**config.mk**
```make
export PLATFORM = sky130hd
export DESIGN_NAME = skip_ctrl
export DESIGN_NICKNAME = d
export VERILOG_FILES = /design/src/rtl/skip_ctrl.sv
export SDC_FILE = /design/constraint.sdc
export NUM_CORES = 1
export LEC_CHECK = 0
export ABC_AREA = 1
export ABC_CLOCK_PERIOD_IN_PS = 3950
export BUFFER_PORTS_ARGS = -buffer_cell sky130_fd_sc_hd__buf_2
export CAP_MARGIN = 40
export CORE_MARGIN = 2
export CORE_UTILIZATION = 60
export CTS_BUF_LIST = sky130_fd_sc_hd__clkbuf_4 sky130_fd_sc_hd__clkbuf_8
export CTS_CLUSTER_DIAMETER = 200
export CTS_CLUSTER_SIZE = 20
export DETAILED_ROUTE_END_ITERATION = 10
export HOLD_SLACK_MARGIN = 0.03
export PLACE_DENSITY = 0.89
export RECOVER_POWER = 25
export REMOVE_ABC_BUFFERS = 1
export SLEW_MARGIN = 20
export SYNTH_ARGS = -nofsm -noshare
export SYNTH_HDL_FRONTEND = slang
export SYNTH_SLANG_ARGS = --single-unit
```
**constraint.sdc**
```tcl
create_clock -name clk -period 3.95 [get_ports clk]
set_input_delay 0.79 -clock clk [delete_from_list [all_inputs] [get_ports clk]]
set_output_delay 0.79 -clock clk [all_outputs]
set_load 0.05 [all_outputs]
```
**src/rtl/skip_ctrl.sv**
```systemverilog
// Conditional-skip controller: evaluates an execute-stage skip condition and nullifies the
// following 1..2^LEN_W valid instructions, keeping a saturating count of taken skips.
module skip_ctrl #(
  parameter int unsigned WIDTH = 8,
  parameter int unsigned SEL_W = $clog2(WIDTH),
  parameter int unsigned LEN_W = 2,
  parameter int unsigned CNT_W = 16
) (
  input  logic             clk,
  input  logic             reset_n,
  input  logic             valid,
  input  logic             stall,
  input  logic             flush,
  input  logic [3:0]       opcode,
  input  logic [SEL_W-1:0] selector,
  input  logic             direction,
  input  logic [LEN_W-1:0] skip_len,
  input  logic [WIDTH-1:0] reg_value,
  input  logic [WIDTH-1:0] accum_value,
  input  logic             clear_stats,
  output logic             cond,
  output logic             squash,
  output logic             busy,
  output logic             taken,
  output logic [CNT_W-1:0] taken_cnt
);

  localparam logic [3:0] OpTest    = 4'b1010;
  localparam logic [3:0] OpBitSet  = 4'b1011;
  localparam logic [3:0] OpBitClr  = 4'b1100;
  localparam logic [3:0] OpCompare = 4'b1101;

  logic [LEN_W:0]   remaining_q, remaining_d;
  logic             taken_q, taken_d;
  logic [CNT_W-1:0] taken_cnt_q, taken_cnt_d;

  logic [WIDTH-1:0] operand;
  logic [WIDTH-1:0] shifted;
  logic [WIDTH-1:0] range_vec;
  logic [2:0]       sel3;
  logic             sel_bit;
  logic             sel_in_range;
  logic             v_neg;
  logic             v_zero;
  logic             cmp_eq;
  logic             cmp_slt;
  logic             cmp_ult;
  logic             is_skip_op;
  logic             accept;
  logic             advance;

  // Condition evaluation
  always_comb begin
    operand      = direction ? reg_value : accum_value;
    v_neg        = operand[WIDTH-1];
    v_zero       = (operand == '0);
    sel3         = 3'(selector);
    shifted      = operand >> selector;
    sel_bit      = shifted[0];
    // Bit 0 of an all-ones vector survives the shift only while selector < WIDTH.
    range_vec    = {WIDTH{1'b1}} >> selector;
    sel_in_range = range_vec[0];
    cmp_eq       = (reg_value == accum_value);
    cmp_slt      = ($signed(reg_value) < $signed(accum_value));
    cmp_ult      = (reg_value < accum_value);

    cond = 1'b0;
    case (opcode)
      OpTest: begin
        case (sel3)
          3'b000:  cond = v_zero;
          3'b001:  cond = !v_zero;
          3'b010:  cond = v_neg;
          3'b011:  cond = !v_neg;
          3'b100:  cond = !v_neg && !v_zero;
          default: cond = v_neg || v_zero;
        endcase
      end
      OpBitSet: cond = sel_in_range && sel_bit;
      OpBitClr: cond = sel_in_range && !sel_bit;
      OpCompare: begin
        case (sel3)
          3'b000:  cond = cmp_eq;
          3'b001:  cond = !cmp_eq;
          3'b010:  cond = cmp_slt;
          3'b011:  cond = !cmp_slt;
          3'b100:  cond = cmp_ult;
          3'b101:  cond = !cmp_ult;
          default: cond = 1'b0;
        endcase
      end
      default: cond = 1'b0;
    endcase
  end

  assign busy       = (remaining_q != '0);
  assign squash     = valid && busy;
  assign is_skip_op = (opcode == OpTest) || (opcode == OpBitSet) ||
                      (opcode == OpBitClr) || (opcode == OpCompare);
  assign advance    = valid && !stall && !flush;
  // A squashed instruction is never evaluated, so it cannot open a new window.
  assign accept     = advance && !squash && cond && is_skip_op;

  // Skip window and statistics next state
  always_comb begin
    remaining_d = remaining_q;
    if (flush) begin
      remaining_d = '0;
    end else if (advance && squash) begin
      remaining_d = remaining_q - (LEN_W + 1)'(1);
    end else if (accept) begin
      remaining_d = {1'b0, skip_len} + (LEN_W + 1)'(1);
    end

    taken_d = accept;

    taken_cnt_d = taken_cnt_q;
    if (clear_stats) begin
      taken_cnt_d = '0;
    end else if (accept && (taken_cnt_q != {CNT_W{1'b1}})) begin
      taken_cnt_d = taken_cnt_q + CNT_W'(1);
    end
  end

  always_ff @(posedge clk or negedge reset_n) begin
    if (!reset_n) begin
      remaining_q <= '0;
      taken_q     <= 1'b0;
      taken_cnt_q <= '0;
    end else begin
      remaining_q <= remaining_d;
      taken_q     <= taken_d;
      taken_cnt_q <= taken_cnt_d;
    end
  end

  assign taken     = taken_q;
  assign taken_cnt = taken_cnt_q;

endmodule

```
==> qor.yml, run 1 <==
status: "finished clean"
power.share.combinational_pct: 32.3
drc: 0
dr.pass1.iters: 5
fin_nets: 428
cts_setup_buffers: 0
final-max-slew-violation-count: 0
core_area_um2: 3310
cpPeakStageDelay_ps: 310
period_needed_ps: 3250
syn_area_per_cell_um2: 6.12
die_height_um: 62.4
die-area_um2: 3890
clkSinkCount: 20
gp_congestion: 0.936
drt_iter0_drc: 155
yosysTopAreaCellShare_pct: 24.5
dpl_worst_slack_ps: 735
clkPwrFrac_pct: 29.2
ir_drop_mv: 0.146
rsz0062_at_grt: "no"
hold_buffers: 0
routedWlPerCell_um: 10.4
grt_pass1_wl_mm: 8.16
root_buffer: "clkbuf_4"
critPathCaptureType: "output port"
pwr-share-seq_pct: 38.5
synth_top_area_cell: "dfrtp_1"
cts_htree_levels: 1
worstSetupStartpointType: "primary input"
path_common_cell: "nand2_1"
most-common-layout-cells: "119 x nand2_1, 50 x buf_2, 46 x inv_1"
maxCapViolations: 0
crit_buf_inv: 3
worst_slack_ps: 701
worstSetupPathType: "in2out"
wl_mm: 4.46
worstPathMaxFanout: 4
crit_required_ps: 3160
antenna_found_initial: 0
p_leak_nw: 1.43
detail-route-antenna-nets: 0
fin_tns_setup_ps: 0
cpMaxStageDelayCell: "ha_1"
synth_cell_type_count: 31
area_growth_pct: 15.8
reg2reg_setup_slack_ps: 1550
switching_share_pct: 35.0
intPower_w: 0.000374
slew_headroom_pct: 32.0
io-pin-count: 52
portBuffers: 51
synth_cells: 334
worstSkewPairLatency_ps: 310
clockBufferDepth: 2
finalCritPeriodShare_pct: 82.2
setup_viol: 0
hold_class: "reg2reg"
die_x_um: 62.4
ys_top_cells_by_area: "dfrtp_1 24%, nand2_1 22%, nand3_1 8.6%"
grt_usage_pct: 24.7
cp_cell_sequence: "buf_2, inv_1, ha_1, a21oi_1, a21boi_0, nand2_1, nand2_1, nand3b_1, nand3_1, nand2_1, nand2_2, buf_2"
start_util_pct: 61.8
place_hpwl_mm: 3.43
grt.overflow.total: 0
cts_tree: "yes"
worst_pin_slew_ps: 1020
power-per-cell-area_nw_per_um2: 243
cts_inserted_buffers: 3
synth-seq-cells: 20
grt_max_degree: 21
cp.arrival_ps: 2460
mostFrequentLayoutCell: "nand2_1"
skew_ps: 4.65
vias: 2165
synth_area_um2: 2040
yosysSeqAreaShare_pct: 24.5
multi_input_area_um2: 1320
grt_pass1_vias: 2022
antenna_cells: 0
drive_gt1_share_pct: 17.8
std_cell_rows: 21
regArea_um2: 500
n_fill_cell: 317
synth.yosys.warnings: 0
hold_violations: 0
cts.reportedPaths.clkPinSlew_ps: 110
maxClockFrequency_mhz: 308
crit_family: "simple AND/OR/NAND/NOR gates"
switching_power_w: 0.000202
cts_resized: 0
routed_via_density: 5.05
-- cell type report --
type                    count  area share, %
inverters                  49           7.77
flip-flops and latches     20           21.1
clock buffers               3          0.951
well taps                  46           2.43
clock inverters             1           1.27
repair buffers             51           10.7
multi-input cells         259           55.7
-- state kept, by name, indices dropped and copies added (netlist names) --
name,cells
remaining_q,3
taken_cnt,16
taken,1
-- cells in the mapped netlist, drive strengths merged --
cell type,count
a211oi,3
a21boi,1
a21o,1
a21oi,7
buf,3
clkbuf,3
clkinv,1
dfrtp,20
ha,12
inv,48
nand2,124
nand3,36
nand3b,2
nand4,6
nor2,39
nor3,11
nor3b,1
nor4,1
o21ai,2
or3,1
xnor2,2
xor2,10
-- worst paths after layout --
path	startpoint	cells past startpoint	endpoint
worst min register to register	remaining_q[0]	2	remaining_q[0]
worst max register to register	taken_cnt[0]	11	taken_cnt[15]
min in group asynchronous	reset_n	1	taken_cnt[7]
worst min-delay path	remaining_q[0]	2	remaining_q[0]
worst max-delay path	accum_value[7]	12	cond
max in group asynchronous	reset_n	1	taken_cnt[2]
-- worst reg2reg max path, stage by stage, from the launching register on --
cell      delay, ps
dfrtp_1         490
ha_1            210
nand2_1          80
nor3_2          190
nand2_1         130
nor3b_2         260
nand3_1         150
nand3b_4        200
nand3_4         230
nand2_4         180
nand2_1         120
nand2_1          60
-- through the flow --
| step | util, % | total power (W) | hold WS, ps | instance area, um2 | instances |
|---|---|---|---|---|---|
| finish | 71.5 | 0.000575 | 547 | 2370 | 429 |
| global route | 71.5 | 0.000609 | 590 | 2370 | 429 |
| CTS | 71.5 | 0.000576 | 416 | 2370 | 429 |
| detailed placement | 70.0 | 0.000411 | 522 | 2320 | 425 |
| global placement | 70.0 | 0.000407 | 514 | 2320 | 425 |
| floorplan | - | 0.000352 | 492 | 2000 | 328 |
-- per-layer routing --
metal	wire (um)	global-route usage [%]
met4	29	5.83
met1	2200	33.3
met5	0	0
met2	2080	43.5
met3	153	2.16
-- power by group through the flow --
stage          registers, W  logic, W  clock network [W]
2_1_floorplan      0.000239  0.000113                  0
3_3_place_gp       0.000225  0.000182                  0
3_5_place_dp       0.000225  0.000186                  0
4_1_cts            0.000221  0.000186           0.000169
5_1_grt            0.000223  0.000211           0.000175
6_report           0.000221  0.000186           0.000168
-- kinds of logic (layout without fill, tap and decap cells) --
family | after synthesis | after routing | share of synthesized area (%)
buf+inv | 55 | 104 | 11.0
fa+ha+maj | 12 | 12 | 7.34
xor+xnor | 12 | 12 | 5.14
compound gates | 14 | 14 | 4.22
simple gates | 221 | 221 | 47.8
flops | 20 | 20 | 24.5
(Power assumes the default switching activity.)
==> run 2: changes to the inputs <==
--- a/config.mk
+++ b/config.mk
@@ -5,18 +5,18 @@
 export SDC_FILE = /design/constraint.sdc
 export NUM_CORES = 1
 export LEC_CHECK = 0
-export ABC_AREA = 1
-export ABC_CLOCK_PERIOD_IN_PS = 3950
+export ABC_AREA = 0
+export ABC_CLOCK_PERIOD_IN_PS = 3000
 export BUFFER_PORTS_ARGS = -buffer_cell sky130_fd_sc_hd__buf_2
 export CAP_MARGIN = 40
 export CORE_MARGIN = 2
-export CORE_UTILIZATION = 60
+export CORE_UTILIZATION = 54
 export CTS_BUF_LIST = sky130_fd_sc_hd__clkbuf_4 sky130_fd_sc_hd__clkbuf_8
 export CTS_CLUSTER_DIAMETER = 200
 export CTS_CLUSTER_SIZE = 20
 export DETAILED_ROUTE_END_ITERATION = 10
 export HOLD_SLACK_MARGIN = 0.03
-export PLACE_DENSITY = 0.89
+export PLACE_DENSITY = 0.82
 export RECOVER_POWER = 25
 export REMOVE_ABC_BUFFERS = 1
 export SLEW_MARGIN = 20
==> constraint.sdc (replaced) <==
create_clock -name clk -period 3 [get_ports clk]
set_input_delay 0.6 -clock clk [delete_from_list [all_inputs] [get_ports clk]]
set_output_delay 0.6 -clock clk [all_outputs]
set_load 0.05 [all_outputs]
==> qor.yml, run 2 <==
power-per-cell-area_nw_per_um2: 293  # +20%
die_height_um: 62.1  # -0.51%
routed_via_density: 6.29  # +25%
critPathCaptureType: "output port"
gp_congestion: 0.796  # -15%
ir_drop_mv: 0.230  # +58%
period_needed_ps: 3170
place_hpwl_mm: 3.58  # +4.4%
core_area_um2: 3280  # -0.79%
worstSkewPairLatency_ps: 310  # about the same
dr.pass1.iters: 5  # unchanged
crit_required_ps: 2400  # -760 ps
synth_top_area_cell: "dfrtp_1"
detail-route-antenna-nets: 0  # unchanged
worst-r2r-cell-count: 9  # -2
cts.reportedPaths.clkPinSlew_ps: 120  # about the same
violations: "negative setup slack"
die-area_um2: 3850  # -1.0%
grt.overflow.total: 0  # unchanged
status: "finished, violations left"
most-common-layout-cells: "41 x buf_2, 35 x buf_4, 20 x dfrtp_1"
rsz0062_at_grt: "yes"
largest_reg_flops: 16  # unchanged
antenna_found_initial: 0  # unchanged
fin_tns_setup_ps: -529  # -529 ps
hold_class: "in2async"
synth.yosys.warnings: 0  # unchanged
ys_top_cells_by_area: "dfrtp_1 27%, ha_1 8.2%, mux2i_1 6.0%"
worstSetupPathType: "in2out"
synth-seq-cells: 20  # unchanged
clockBufferDepth: 2  # unchanged
hold_buffers: 0  # unchanged
worstSetupStartpointType: "primary input"
n_fill_cell: 223  # -30%
skew_ps: 6.50  # +1.85 ps
synth_cells: 219  # -34%
setup_viol: 8  # +8
hold_violations: 0  # unchanged
slew_headroom_pct: 28.6  # -3.4 points
wl_mm: 6.06  # +36%
routedWlPerCell_um: 17.5  # +68%
finalCritPeriodShare_pct: 106
std_cell_rows: 21  # unchanged
grt_usage_pct: 27.5  # +2.7 points
maxClockFrequency_mhz: 315
synth_edf_count: 0  # unchanged
vias: 2182  # +0.79%
cts_tree: "yes"
root_buffer: "clkbuf_4"
clkSinkCount: 20  # unchanged
start_util_pct: 55.4  # -6.3 points
yosysTopAreaCellShare_pct: 27.5  # +3.0 points
grt_pass1_vias: 1815  # -10%
cts_htree_levels: 1  # unchanged
synth_cell_type_count: 46  # +48%
portBuffers: 51  # unchanged
cp.arrival_ps: 2570  # +110 ps
fin_nets: 346  # -19%
drive_gt1_share_pct: 40.5  # +23 points
final_area_um2: 2600  # +9.9%
syn_area_per_cell_um2: 8.31  # +36%
cts_inserted_buffers: 3  # unchanged
maxCapViolations: 0  # unchanged
io-pin-count: 52  # unchanged
worstPathMaxFanout: 4  # unchanged
multi_input_area_um2: 1330  # +0.76%
die_x_um: 62.1  # -0.51%
place_area_um2: 2260  # -2.6%
antenna_cells: 0  # unchanged
synthArstFlopShare_pct: 100  # unchanged
p_leak_nw: 1.20  # -16%
reg2reg_setup_slack_ps: 270  # -1280 ps
final-max-slew-violation-count: 0  # unchanged
yosys-top-cells-count: "21 x inv_1, 20 x dfrtp_1, 15 x a21oi_1, 14 x nor2_1, 13 x nand2_1"
synth_most_common_cell: "inv_1"
synth_ff_type: "dfrtp_1"
yosysSeqAreaShare_pct: 27.5  # +3.0 points
grt_pass1_wl_mm: 7.88  # -3.5%
regArea_um2: 500  # unchanged
timing.hold.ws_ps: 444  # -103 ps
drt_iter0_drc: 230  # +48%
drc: 0  # unchanged
final_cells: 347  # -19%
worst_slack_ps: -173  # -874 ps
dp.cells: 330  # -22%
worst_pin_slew_ps: 1070  # +50.9 ps
mostFrequentLayoutCell: "buf_2"
synth_area_um2: 1820  # -11%
grt_max_degree: 21  # unchanged
area_growth_pct: 42.9
## run 2: changes by cell type after synthesis, sizes merged, moves of 5 or more
| cell | previous run | this run |
|---|---|---|
| inv | 48 | 21 |
| mux2i | 0 | 11 |
| nor2 | 39 | 14 |
| a21oi | 7 | 15 |
| nor2b | 0 | 5 |
| and2 | 0 | 5 |
| nand2 | 124 | 13 |
| nand3 | 36 | 8 |
| nor4 | 1 | 7 |
| xor2 | 10 | 0 |
## run 2: critical path, stage by stage
cell,delay [ps]
buf_8,90
inv_6,30
ha_4,270
nand4_1,230
buf_4,230
o21bai_1,150
a21oi_1,220
mux2_2,420
nand3_1,160
buf_6,180
## run 2: worst paths after layout
check                                from             end
max in group asynchronous         reset_n           taken
setup reg to reg           remaining_q[0]    taken_cnt[7]
hold / removal                    reset_n    taken_cnt[7]
hold reg to reg              taken_cnt[4]    taken_cnt[4]
setup / recovery           accum_value[7]            cond
min in group clk                    flush  remaining_q[0]
## run 2: cell families (layout without fill, tap and decap cells)
group	Yosys count	count (layout)	synth area share (%)
and+or+nand+nor	87	87	26.0
AOI/OAI and AO/OA	52	52	19.5
buffers and inverters	28	110	6.25
DFF	20	20	27.5
muxes	17	17	11.0
adders and majority gates	12	12	8.25
xor gates and xnor gates	3	3	1.44
## run 2: stage by stage
step	utilization (%)	setup slack, ps	power (W)
3_5_place_dp	68.7	-380	0.000481
4_1_cts	74.2	-31.0	0.000720
2_1_floorplan	-	-303	0.000395
6_report	79.2	-173	0.000762
3_3_place_gp	68.7	-256	0.000476
5_1_grt	79.2	-244	0.000790
## run 2: report_power, final
| part | switching, W | total [W] | internal (W) |
|---|---|---|---|
| sequential | 0.00000327 | 0.000277 | 0.000274 |
| combinational | 0.000145 | 0.000259 | 0.000114 |
| clock | 0.0000904 | 0.000226 | 0.000135 |
| total | 0.000239 | 0.000762 | 0.000523 |
## run 2: timing repair
| action | CTS | global route |
|---|---|---|
| gates resized for setup | 19 | 27 |
| setup buffers | 5 | 8 |
| endpoints found under the hold margin | 0 | 0 |
| pin swaps | 10 | 19 |
| setup endpoints to repair | 2 | 13 |
## run 2: layout make-up
cell class	instances	share of cell area, %
clock buffers	3	0.866
clock inverters	1	1.15
inverters	21	3.42
multi-input cells	171	51.1
flip-flops and latches	20	19.2
well taps	46	2.21
repair buffers	85	22.0
## run 2: metal layers
metal	global-route usage [%]	part of all wire, %
met3	3.11	7.9
met1	32.4	36
met2	51.2	52
met5	0	0
met4	8.81	3.4
